===== src/rtl/tf_fifo_ctrl.sv =====
// Twiddle-factor FIFO sequencer: prefills a small FIFO from a fixed-latency ROM,
// then grants butterfly requests while keeping the FIFO topped up without over/underflow.
module tf_fifo_ctrl #(
    parameter int unsigned FLOAT_LEN   = 32,
    parameter int unsigned TF_NUM      = 4,
    parameter int unsigned TF_TOTAL    = 8,
    parameter int unsigned TF_ADDR_LEN = 3,
    parameter int unsigned ROM_LAT     = 2
) (
    input  logic                     clk,
    input  logic                     rst,
    input  logic                     start,
    output logic                     busy,
    output logic                     done,
    output logic                     rom_en,
    output logic [TF_ADDR_LEN-1:0]   rom_addr,
    input  logic [2*FLOAT_LEN-1:0]   rom_data,
    output logic                     fifo_wr_en,
    output logic [2*FLOAT_LEN-1:0]   fifo_din,
    output logic                     fifo_rd_en,
    input  logic [2*FLOAT_LEN-1:0]   fifo_dout,
    input  logic                     fifo_full,
    input  logic                     fifo_empty,
    input  logic                     bf_req,
    output logic                     bf_gnt,
    output logic [2*FLOAT_LEN-1:0]   tf_out,
    output logic                     tf_valid,
    output logic                     err
);

    localparam int unsigned CW = $clog2(TF_TOTAL + 1);
    localparam logic [CW-1:0] TOTAL_W = CW'(TF_TOTAL);
    localparam logic [CW-1:0] NUM_W   = CW'(TF_NUM);
    localparam logic [CW:0]   NUM_P   = (CW + 1)'(TF_NUM);

    typedef enum logic [1:0] {StIdle, StPrefill, StRun} state_e;

    state_e             state_q, state_d;
    logic [CW-1:0]      occ_q, occ_d;
    logic [CW-1:0]      infl_q, infl_d;
    logic [CW-1:0]      iss_q, iss_d;
    logic [CW-1:0]      cons_q, cons_d;
    logic [ROM_LAT-1:0] vld_q, vld_d;
    logic               tf_valid_q;
    logic               err_q;
    logic               active;
    logic [CW:0]        pending;

    assign active  = (state_q == StPrefill) || (state_q == StRun);
    // Committed entries plus reads in flight: the space the FIFO is already promised.
    assign pending = {1'b0, occ_q} + {1'b0, infl_q};

    assign rom_en     = active && (iss_q < TOTAL_W) && (pending < NUM_P);
    assign rom_addr   = iss_q[TF_ADDR_LEN-1:0];
    assign fifo_wr_en = vld_q[ROM_LAT-1];
    assign fifo_din   = rom_data;

    // occ counts committed writes only, so a write landing this cycle never enables a read.
    assign bf_gnt     = bf_req && (state_q == StRun) && (occ_q != '0) && (cons_q < TOTAL_W);
    assign fifo_rd_en = bf_gnt;
    assign tf_out     = fifo_dout;
    assign tf_valid   = tf_valid_q;
    assign done       = (state_q == StRun) && tf_valid_q && (cons_q == TOTAL_W);
    assign busy       = (state_q != StIdle);
    assign err        = err_q;

    always_comb begin
        state_d = state_q;
        occ_d   = occ_q + CW'(fifo_wr_en) - CW'(fifo_rd_en);
        infl_d  = infl_q + CW'(rom_en) - CW'(fifo_wr_en);
        iss_d   = iss_q + CW'(rom_en);
        cons_d  = cons_q + CW'(bf_gnt);
        vld_d   = ROM_LAT'({vld_q, rom_en});
        unique case (state_q)
            StIdle: begin
                if (start) begin
                    state_d = StPrefill;
                    occ_d   = '0;
                    infl_d  = '0;
                    iss_d   = '0;
                    cons_d  = '0;
                end
            end
            StPrefill: begin
                if ((occ_q == NUM_W) || ((iss_q == TOTAL_W) && (infl_q == '0))) begin
                    state_d = StRun;
                end
            end
            StRun: begin
                if (done) begin
                    state_d = StIdle;
                end
            end
            default: state_d = StIdle;
        endcase
    end

    always_ff @(posedge clk or posedge rst) begin
        if (rst) begin
            state_q    <= StIdle;
            occ_q      <= '0;
            infl_q     <= '0;
            iss_q      <= '0;
            cons_q     <= '0;
            vld_q      <= '0;
            tf_valid_q <= 1'b0;
            err_q      <= 1'b0;
        end else begin
            state_q    <= state_d;
            occ_q      <= occ_d;
            infl_q     <= infl_d;
            iss_q      <= iss_d;
            cons_q     <= cons_d;
            vld_q      <= vld_d;
            tf_valid_q <= bf_gnt;
            if ((fifo_wr_en && fifo_full) || (fifo_rd_en && fifo_empty)) begin
                err_q <= 1'b1;
            end
        end
    end

endmodule


===== config.mk =====
export PLATFORM = sky130hd
export DESIGN_NAME = tf_fifo_ctrl
export DESIGN_NICKNAME = d
export VERILOG_FILES = /design/src/rtl/tf_fifo_ctrl.sv
export SDC_FILE = /design/constraint.sdc
export NUM_CORES = 1
export LEC_CHECK = 0
export ABC_AREA = 1
export BUFFER_PORTS_ARGS = -buffer_cell sky130_fd_sc_hd__buf_2
export CORE_AREA = 2 2 105 107
export CTS_BUF_LIST = sky130_fd_sc_hd__clkbuf_2
export DETAILED_ROUTE_END_ITERATION = 12
export DIE_AREA = 0 0 107 109
export GPL_TIMING_DRIVEN = 0
export SLEW_MARGIN = 20
export SYNTH_ARGS = -nofsm -noshare
export SYNTH_HDL_FRONTEND = slang
export SYNTH_SLANG_ARGS = --single-unit

===== constraint.sdc =====
create_clock -name clk -period 2.07 [get_ports clk]
set_input_delay 0.414 -clock clk [delete_from_list [all_inputs] [get_ports clk]]
set_output_delay 0.414 -clock clk [all_outputs]
set_load 0.1 [all_outputs]

-- Word level (Yosys, flattened, before mapping)
Index checks and enable logic that the tools add are counted.
- add/subtract/negate cells: 7
- multiply operators: 0
- divide/modulo/power cells: 0
- magnitude comparators: 3
- equal/unequal tests: 8
- shift-type cells: 0
- muxes and demuxes: 12
- bitwise logic cells: 0
- reductions and logical operators: 18
- operators by type and width (cell ; count):
    two-way mux 4 bit ; 8
    adder 4 x 1 -> 4 bit ; 4
    logical AND 1 bit ; 10
    == test 4 bit, second input constant ; 2
    less-than comparator 4 bit, second input constant ; 2
    subtractor 4 x 1 -> 4 bit ; 2
    two-way mux 2 bit ; 3
    one-hot mux 2 bit (3 select lines) ; 1
    adder 4 x 4 -> 5 bit ; 1
    less-than comparator 5 x 3 -> 1 bit, second input constant ; 1
    == test 4 x 3 -> 1 bit, second input constant ; 1
    zero test 4 bit ; 1
    != test 2 bit, second input constant ; 2
    nonzero test 4 bit ; 1
    logical OR 1 bit ; 3
    AND reduction 3 bit ; 1
    == test 2 x 1 -> 1 bit, second input constant ; 1
    == test 2 bit, second input constant ; 1
    zero test 2 bit ; 1
    != test 2 x 1 -> 1 bit, second input constant ; 1
    nonzero test 2 bit ; 1
- bits in registers: 22
- bits in latches: 0
- memory bits (writable): 0
- ROM bits: 0
- bits of input ports: 134
- output and inout bits: 139
- word-level logic and storage cells: 56
- memories: 0

-- Longest topological paths before layout
Gate-level depths: netlist (run 1).
- depth after elaboration: 8
- depth in mapped cells: 11
- gate-level depth less buffers: 11

-- Least setup slack after synthesis (run 1)
OpenSTA, ideal clock, no wires.
- kind: reg-to-reg
- from: reg occ_q[2]
- to: reg infl_q[2]
- library setup time: 0.121 ns
- arrival: 3.589 ns
- required time: 1.949 ns
- setup slack: -1.640 ns
- stages on the path, launching flop included: 10
- period minus slack after synthesis: 3.710 ns
- path through: dfrtp_1 -> ha_1 -> nor3_1 -> nand4_1 -> a31oi_1 -> ha_1 -> inv_1 -> fa_1 -> xor2_1 -> nor2_1
- word-level cells in the longest chain between the ends: 7
- RTL lines (element ; RTL line ; source):
    start: declaration ; 39 ; logic [CW-1:0] occ_q, occ_d;
    start signal: assignment ; 101 ; occ_q <= '0;
    start signal: assignment ; 110 ; occ_q <= occ_d;
    adder 4 x 4 -> 5 bit (*) ; 51 ; assign pending = {1'b0, occ_q} + {1'b0, infl_q};
    less-than comparator 5 x 3 -> 1 bit (*) ; 53 ; assign rom_en = active && (iss_q < TOTAL_W) && (pending < NUM_P);
    logical AND 1 bit (*) ; 53 ;
    net rom_en ; 15 ; output logic rom_en,
    adder 4 x 1 -> 4 bit (*) ; 70 ; infl_d = infl_q + CW'(rom_en) - CW'(fifo_wr_en);
    subtractor 4 x 1 -> 4 bit (*) ; 70 ;
    two-way mux 4 bit ; 76 ; if (start) begin
    two-way mux 4 bit (*) ; 74 ; unique case (state_q)
    net infl_d[2] ; 40 ; logic [CW-1:0] infl_q, infl_d;
    end signal: assignment ; 111 ; infl_q <= infl_d;
    end: declaration ; 40 ;
Mark *: on every way through the listed nets, which the timed path passes. The rest lies on a longest branch.
A chain may end at the register's enable or synchronous reset.

-- Final worst setup path (run 1)
- from: reg occ_q[2]
- to: out rom_en
- word-level cells in the longest chain between the ends: 3
- RTL lines (element ; RTL line):
    adder 4 x 4 -> 5 bit ; 51
    less-than comparator 5 x 3 -> 1 bit ; 53
    logical AND 1 bit ; 53
    end: declaration ; 15
No other way between the ends.

==> results_dict.tcl, run 1 <==
set metrics [dict create \
    timing.final.hold_violations 0 \
    maxCapViolCount 0 \
    crit_type "reg -> out" \
    antenna_found_initial 0 \
    wl_mm 6.06 \
    startpoint_type "register" \
    core_mm2 0.0106 \
    cp.arrival_ns 1.81 \
    syn_nets 437 \
    worstSkewPairLatency_ns 0.34 \
    syn_area_mm2 0.00232 \
    timing.rr.start "occ_q[2]" \
    r2r_cells 9 \
    final_cells 576 \
    start_util 0.219 \
    synthToLayoutAreaGrowth_pct 50.4 \
    setup_tns_ns -0.493 \
    required_ns 1.66 \
    slew_headroom 0.411 \
    io_pins 273 \
    first_iter_violations 45 \
    cts_buffers 3 \
    critPathLaunch "occ_q[2]" \
    nets 596 \
    io_buffer_count 144 \
    rows 38 \
    irDropWorstVdd_uv 672 \
    clockBufferDepth 2 \
    rrSetupSlack_ns -0.15 \
    dp.cells 562 \
    setup_viol 6 \
    cts.sinks 22 \
    viasPerCell 3.74 \
    vias 2157 \
    ys_warn_count 0 \
    grt_pass1_wl_mm 8.45 \
    drtPass1Iterations 6 \
    setup_ws_ns -0.154 \
    die_area_mm2 0.0117 \
    slew_violations 0 \
    drt-wirelength-per-cell_um 10.5 \
    final_cell_mix "buf_4 (140), buf_2 (139), inv_1 (25)" \
    skew_ns 0.00460 \
    grt_overflow 0 \
    nFillCells 1109 \
    p_leak_uw 0.00204 \
    r2r-end "infl_q[1]" \
    outcome "finished with violations" \
    synthCells 278 \
    tritoncts "yes" \
    violations "setup timing" \
    cts_htree_levels 1 \
    postSynthAreaPerCell_um2 8.34 \
    fp.dieW_um 107 \
    synth.distinct_cells 21 \
    crit_fanout 3 \
    worstHoldPathType "in -> async" \
    diodes 0 \
    fmax_mhz 450 \
    ys_ff_latch 22 \
    rsz0062_at_grt "true" \
    power_density_mw_per_mm2 1120 \
    die_h_um 109 \
    grt_pass1_vias 1824 \
    seq_area_frac_synth 0.237 \
    drive_gt1_frac 0.732 \
    final_common_cell "buf_4" \
    root_buffer "clkbuf_2" \
    min_period_ns 2.22 \
    cp-end-kind "output pin" \
    cts-hold-fix-buffers 0 \
    final_antenna_net_count 0 \
    track_usage 0.0890 \
    grt_max_degree 23 \
    post-route-period-util 1.07 \
    gp_congestion 0.713 \
    worst_slew_pin_slew_ns 0.883 \
    clk_transition_reported_paths_ns 0.21 \
    drc 0 \
    place_hpwl_mm 5.11 \
]
worst max-delay path by stage:
stage / to / slack [ns] / depth (start not counted)
6_report: rom_en / -0.15 / 5
5_1_grt: rom_en / -0.28 / 5
4_1_cts: rom_en / -0.18 / 5
3_5_place_dp: occ_q[2] / -0.17 / 10
3_3_place_gp: occ_q[2] / -0.09 / 10
2_1_floorplan: infl_q[1] / -0.45 / 8
synth_stat cells:
library cell	count	area share
or2_4	1	0.0038
inv_2	3	0.0049
a21oi_1	10	0.022
xor2_1	1	0.0038
fa_1	2	0.017
nand4_1	3	0.0081
nor3_1	1	0.0022
nand2_1	15	0.024
and3_1	1	0.0027
nand3_1	4	0.0086
a31oi_1	1	0.0027
nor2_1	16	0.026
nand3_2	2	0.0086
o21ai_0	5	0.011
xnor2_1	2	0.0076
dfrtp_1	22	0.24
buf_4	132	0.43
ha_1	23	0.12
nand2_2	2	0.0054
inv_1	31	0.050
and2_1	1	0.0027
cell type report:
type | count | area, µm² | area share
buffer | 132 | 995 | 0.285
timing repair buffer | 154 | 866 | 0.248
multi-input combinational | 90 | 751 | 0.215
sequential | 22 | 554 | 0.159
tap | 140 | 175 | 0.0502
inverter | 34 | 128 | 0.0366
clock buffer | 3 | 15.0 | 0.00431
clock inverter | 1 | 3.75 | 0.00108
registers in the layout, indices dropped and copies added (netlist names):
signal and flops:
cons_q 4, err 1, infl_q 4, iss_q 4
occ_q 4, state_q 2, tf_valid 1, vld_q 2
stage by stage:
step	utilization	hold slack (ns)	total power, µW	setup WS [ns]	area (µm²)
floorplan	-	0.331	3070	-0.446	2390
finish	0.329	0.217	3920	-0.154	3490
global placement	0.310	0.334	3410	-0.0875	3290
detailed placement	0.310	0.344	3470	-0.172	3290
global route	0.329	0.242	4200	-0.285	3490
CTS	0.321	0.237	3800	-0.178	3400
logic make-up after synthesis:
| group | Yosys count | synth area share |
|---|---|---|
| buf+inv | 166 | 0.482 |
| simple gates | 46 | 0.0923 |
| fa+ha+maj | 25 | 0.141 |
| flops | 22 | 0.237 |
| compound gates | 16 | 0.0351 |
| xor+xnor | 3 | 0.0113 |
power by group:
part | internal (µW) | switching [µW]
logic | 906 | 2150
registers | 567 | 117
clock network | 42.0 | 137
metal layers:
metal	wire [µm]	share of wire	vias to the layer above	GRT usage
li1	-	-	1040	-
met1	1860	0.31	982	0.0870
met2	3530	0.58	129	0.190
met3	614	0.10	6	0.0155
met4	52	0.0086	0	0.0213
met5	0	0	-	0
critical path, stage by stage, from the launching register on:
cell and delay [ns]:
dfrtp_1 0.45, ha_1 0.31, nor3_2 0.10, nand4_1 0.16, a31oi_4 0.25, buf_12 0.21
timing repair:
action,CTS,global route
endpoints found under the setup margin,9,13
buffers inserted,5,5
gates resized for setup,19,9
hold endpoints to repair,0,0
pin swaps,4,4
Note: power is estimated with default switching activity, not from simulation.
==> run 2, diff against run 1 <==
Settings changed: ABC_AREA 1 to unset, CORE_AREA 2 2 105 107 to 2 2 107 109, DIE_AREA 0 0 107 109 to 0 0 109 111.
==> results_dict.tcl, run 2 <==
set metrics [dict create \
    yosysTopAreaCellShare 0.437 \
    crit_fanout 3 \
    syn_area_mm2 0.00227 \
    postSynthAreaPerCell_um2 9.18 \
    slew_violations 0 \
    outcome "finished with violations" \
    synthCells 247 \
    cp-end-kind "output pin" \
    place_hpwl_mm 5.28 \
    synth-edff-count 0 \
    io_buffer_count 144 \
    worstHoldPathType "in -> async" \
    diodes 0 \
    antenna_found_initial 1 \
    timing.final.hold_violations 0 \
    ys_ff_latch 22 \
    setup_ws_ns -0.220 \
    fin_area_mm2 0.00356 \
    drc 0 \
    async_flop_share 1.00 \
    min_period_ns 2.29 \
    yosysMostFrequentCell "buf_4" \
    cts_htree_levels 1 \
    tritoncts "yes" \
    required_ns 1.66 \
    worst_slew_pin_slew_ns 0.884 \
    io_pins 273 \
    p_comb_frac 0.753 \
    die_area_mm2 0.0121 \
    sw_frac_of_total 0.569 \
    track_usage 0.0875 \
    nFillCells 1163 \
    drtPass1Iterations 3 \
    ys_warn_count 0 \
    setup_viol 11 \
    ys_top_cells_by_area "buf_4 (44%), dfrtp_1 (24%), ha_1 (13%), inv_1 (2.8%), and2_1 (2.2%)" \
    power_density_mw_per_mm2 1170 \
    cts.sinks 22 \
    grt_pass1_vias 1769 \
    root_buffer "clkbuf_2" \
    first_iter_violations 29 \
    skew_ns 0.0244 \
    yosys.area.top_type "buf_4" \
    intPower_uw 1800 \
    synth.distinct_cells 26 \
    final_common_cell "buf_4" \
    p_sw_uw 2380 \
    vias 1975 \
    irDropWorstVdd_uv 1020 \
    fmax_mhz 437 \
    syn_nets 406 \
    slew_headroom 0.410 \
    crit_type "reg -> out" \
    violations "setup timing" \
    place_area_mm2 0.00327 \
    clk_transition_reported_paths_ns 0.26 \
    core_mm2 0.0111 \
    timing.rr.start "occ_q[2]" \
    synthToLayoutAreaGrowth_pct 57.1 \
    cts_buffers 3 \
    p_clk_frac 0.077 \
    final_cell_mix "buf_4 (143), buf_2 (140), dfrtp_1 (17)" \
    start_util 0.205 \
    rsz0062_at_grt "true" \
    post-route-util 0.322 \
    grt_max_degree 23 \
    clockBufferDepth 2 \
    p_leak_uw 0.00199 \
    seqPwrFrac 0.169 \
    viasPerCell 3.58 \
    grt_overflow 0 \
    die_h_um 111 \
    drt-wirelength-per-cell_um 11.4 \
    seq_area_frac_synth 0.243 \
    nets 568 \
    cp.arrival_ns 1.88 \
    drive_gt1_frac 0.797 \
    startpoint_type "register" \
    critPathLaunch "occ_q[2]" \
    final_antenna_net_count 0 \
    post-route-period-util 1.11 \
    rows 39 \
    gp_congestion 0.720 \
    worstSkewPairLatency_ns 0.37 \
    grt_pass1_wl_mm 8.43 \
    maxCapViolCount 0 \
    yosys-top-cells-count "buf_4 (132), ha_1 (23), dfrtp_1 (22)" \
    fp.dieW_um 109 \
    synth_ff_type "dfrtp_1" \
    wl_mm 6.26 \
]
==> run 2: per-stage QoR <==
step,setup TNS (ns),std cells,power [µW],worst slack [ns],hold slack [ns]
after global placement,-0.679,534,3410,-0.174,0.337
after CTS,-1.27,546,4030,-0.243,0.223
after global routing,-2.67,551,4430,-0.324,0.231
after floorplan,-6.56,247,3080,-0.758,0.331
after detailed placement,-0.908,534,3460,-0.195,0.339
final,-1.36,551,4180,-0.220,0.173
==> run 2: worst paths after layout <==
check / to / slack [ns] / cells after the start
min in group clk: err / 0.25 / 2
hold / removal: occ_q[3] / 0.17 / 2
hold reg to reg: vld_q[1] / 0.39 / 0
max in group asynchronous: state_q[1] / 1.28 / 2
setup / recovery: rom_en / -0.22 / 5
setup reg to reg: infl_q[1] / -0.20 / 9
==> run 2: per-layer routing <==
metal	part of all wire	track usage	vias up	routed length (µm)
met5	0.0027	0	-	17
met4	0.010	0.0171	2	63
met2	0.57	0.180	122	3550
met1	0.31	0.0856	880	1910
li1	-	-	963	-
met3	0.11	0.0194	8	715
==> run 2: critical path, cell delays in order (launching register included) <==
cell and delay [ns]:
dfrtp_2 0.50, ha_4 0.23, nor4b_4 0.25, nand2_2 0.09
a31oi_4 0.22, buf_12 0.21
==> run 2: power groups by stage <==
stage               clock [µW]  combinational [µW]  sequential [µW]
floorplan                    0                2320              758
global placement             0                2710              700
detailed placement           0                2760              706
CTS                        320                3020              691
global route               344                3360              726
finish                     323                3150              708
==> run 2: layout make-up <==
cell class / instances / area (µm²) / area share
flip-flops and latches: 22 / 557 / 0.156
plain buffers: 133 / 998 / 0.280
clock buffers: 3 / 15.0 / 0.00421
well taps: 143 / 179 / 0.0502
inverters: 17 / 70.1 / 0.0197
repair buffers: 157 / 877 / 0.246
multi-input cells: 75 / 836 / 0.235
clock inverters: 1 / 30.0 / 0.00843
==> run 2: cell families after synthesis <==
family	share of synthesized area
AOI/OAI and AO/OA	0.0315
xor gates and xnor gates	0.0309
adders and majority gates	0.145
buffers and inverters	0.467
DFF	0.243
muxes	0.00993
and+or+nand+nor	0.0734
==> run 2: repair_timing <==
item / in CTS / in global routing
endpoints found under the setup margin: 10 / 15
setup buffers: 8 / 6
hold buffers: 0 / 0
resized for setup: 22 / 15
pin swaps: 7 / 8
==> run 3, diff against run 2 <==
Settings changed: CTS_BUF_LIST sky130_fd_sc_hd__clkbuf_2 to unset, GPL_TIMING_DRIVEN 0 to unset.
==> results_dict.tcl, run 3 (same netlist as run 2, synthesis figures left out) <==
set metrics [dict create \
    outcome "finished with violations" \
    violations "setup timing" \
    seqPwrFrac 0.225 \
    clk_transition_reported_paths_ns 0.06 \
    post-route-util 0.181 \
    fp.dieW_um 109 \
    grt_max_degree 23 \
    power_density_mw_per_mm2 1490 \
    cts.sinks 22 \
    cts_htree_levels 1 \
    nFillCells 1205 \
    maxCapViolCount 0 \
    final_cells 293 \
    required_ns 1.66 \
    dp.cells 281 \
    drt-wirelength-per-cell_um 16.8 \
    cp.arrival_ns 1.77 \
    nets 310 \
    crit_fanout 2 \
    drc 0 \
    setup_viol 4 \
    vias 1077 \
    seqCellArea_um2 552 \
    fin_area_mm2 0.00200 \
    antenna_found_initial 0 \
    min_period_ns 2.19 \
    diodes 0 \
    wl_mm 4.91 \
    fmax_mhz 457 \
    p_leak_uw 0.000875 \
    grt_overflow 0 \
    viasPerCell 3.68 \
    slew_headroom 0.655 \
    crit_type "reg -> out" \
    worstSkewPairLatency_ns 0.25 \
    clockBufferDepth 2 \
    skew_ns 0.00245 \
    p_total_uw 2990 \
    final_common_cell "dfrtp_1" \
    worstHoldPathType "in -> async" \
    place_hpwl_mm 4.08 \
    path_buf_inv 2 \
    grt_pass1_wl_mm 6.85 \
    place_area_mm2 0.00175 \
    rsz0062_at_grt "true" \
    sw_frac_of_total 0.442 \
    critPathMaxStageDelay_ns 0.39 \
    io_pins 273 \
    core_mm2 0.0111 \
    synthToLayoutAreaGrowth_pct -11.7 \
    drive_gt1_frac 0.440 \
    gp_congestion 0.715 \
    first_iter_violations 35 \
    startpoint_type "register" \
    start_util 0.205 \
    slowest_stage "dfrtp_1" \
    track_usage 0.0763 \
    worst_slew_pin_slew_ns 0.521 \
    timing.final.hold_violations 0 \
    root_buffer "clkbuf_16" \
    die_area_mm2 0.0121 \
    tritoncts "yes" \
    rows 39 \
    p_comb_frac 0.638 \
    final_antenna_net_count 0 \
    setup_ws_ns -0.116 \
    cp-end-kind "output pin" \
    irDropWorstVdd_uv 827 \
    multi_input_area_um2 838 \
    p_clk_frac 0.138 \
    grt_pass1_vias 1131 \
    path_delay_family "flip-flops" \
    intPower_uw 1670 \
    drtPass1Iterations 4 \
    post-route-period-util 1.06 \
    p_sw_uw 1320 \
    die_h_um 111 \
    place_ws_ns -0.0342 \
    cp_cell_sequence "ha_1 > nor4b_2 > nand2_1 > a31oi_4 > buf_6 > buf_12" \
    final_cell_mix "dfrtp_1 (21), ha_1 (15), buf_2 (12)" \
    slew_violations 0 \
    io_buffer_count 16 \
    cts_buffers 3 \
]
-- run 3: final timing paths --
kind / start / to / slack [ns] / cells after the start
min in group clk: vld_q[0] / vld_q[1] / 0.35 / 0
min: rst / iss_q[3] / 0.20 / 3
max reg2reg: occ_q[2] / infl_q[1] / -0.09 / 9
min reg2reg: vld_q[0] / vld_q[1] / 0.35 / 0
max in group asynchronous: rst / tf_valid / 1.62 / 3
max: occ_q[2] / rom_en / -0.12 / 6
-- run 3: cell type report --
class / instances / area share
clock buffers: 4 / 0.0394
inverters: 17 / 0.0375
multi-input cells: 75 / 0.419
flip-flops and latches: 22 / 0.276
well taps: 143 / 0.0894
repair buffers: 32 / 0.139
-- run 3: routing by layer --
| layer | wire length, µm | vias up | part of all wire | global-route usage |
|---|---|---|---|---|
| met4 | 168 | 0 | 0.034 | 0.0350 |
| met5 | 0 | - | 0 | 0 |
| li1 | - | 450 | - | - |
| met1 | 1330 | 507 | 0.27 | 0.0647 |
| met3 | 765 | 30 | 0.16 | 0.0459 |
| met2 | 2650 | 90 | 0.54 | 0.138 |
-- run 3: repair_timing --
| action | 4_1_cts | 5_1_grt |
|---|---|---|
| hold buffers | 0 | 0 |
| pin swaps | 1 | 12 |
| setup buffers | 4 | 4 |
| gates resized for setup | 4 | 22 |
| gates cloned | 0 | 0 |
| endpoints found under the setup margin | 3 | 12 |
-- run 3: power groups by stage --
stage	Clock [µW]	Combinational (µW)	Sequential (µW)
global placement	0	1590	678
detailed placement	0	1620	684
finish	411	1900	671
floorplan	0	2320	758
global route	440	2110	690
CTS	424	1730	670
-- run 3: worst register-to-register path, cell delays in order, from the launching register on --
cell	delay [ns]
dfrtp_1	0.39
ha_1	0.29
nor4b_2	0.23
nand2_1	0.12
a31oi_4	0.19
buf_6	0.12
ha_4	0.12
inv_2	0.03
fa_2	0.51
nor2_1	0.04
-- run 3: metrics by stage --
| stage | setup TNS, ns | hold WS, ns |
|---|---|---|
| finish | -0.295 | 0.202 |
| detailed placement | -0.0368 | 0.339 |
| global route | -1.05 | 0.247 |
| global placement | 0 | 0.338 |
| floorplan | -6.56 | 0.331 |
| CTS | -0.300 | 0.229 |
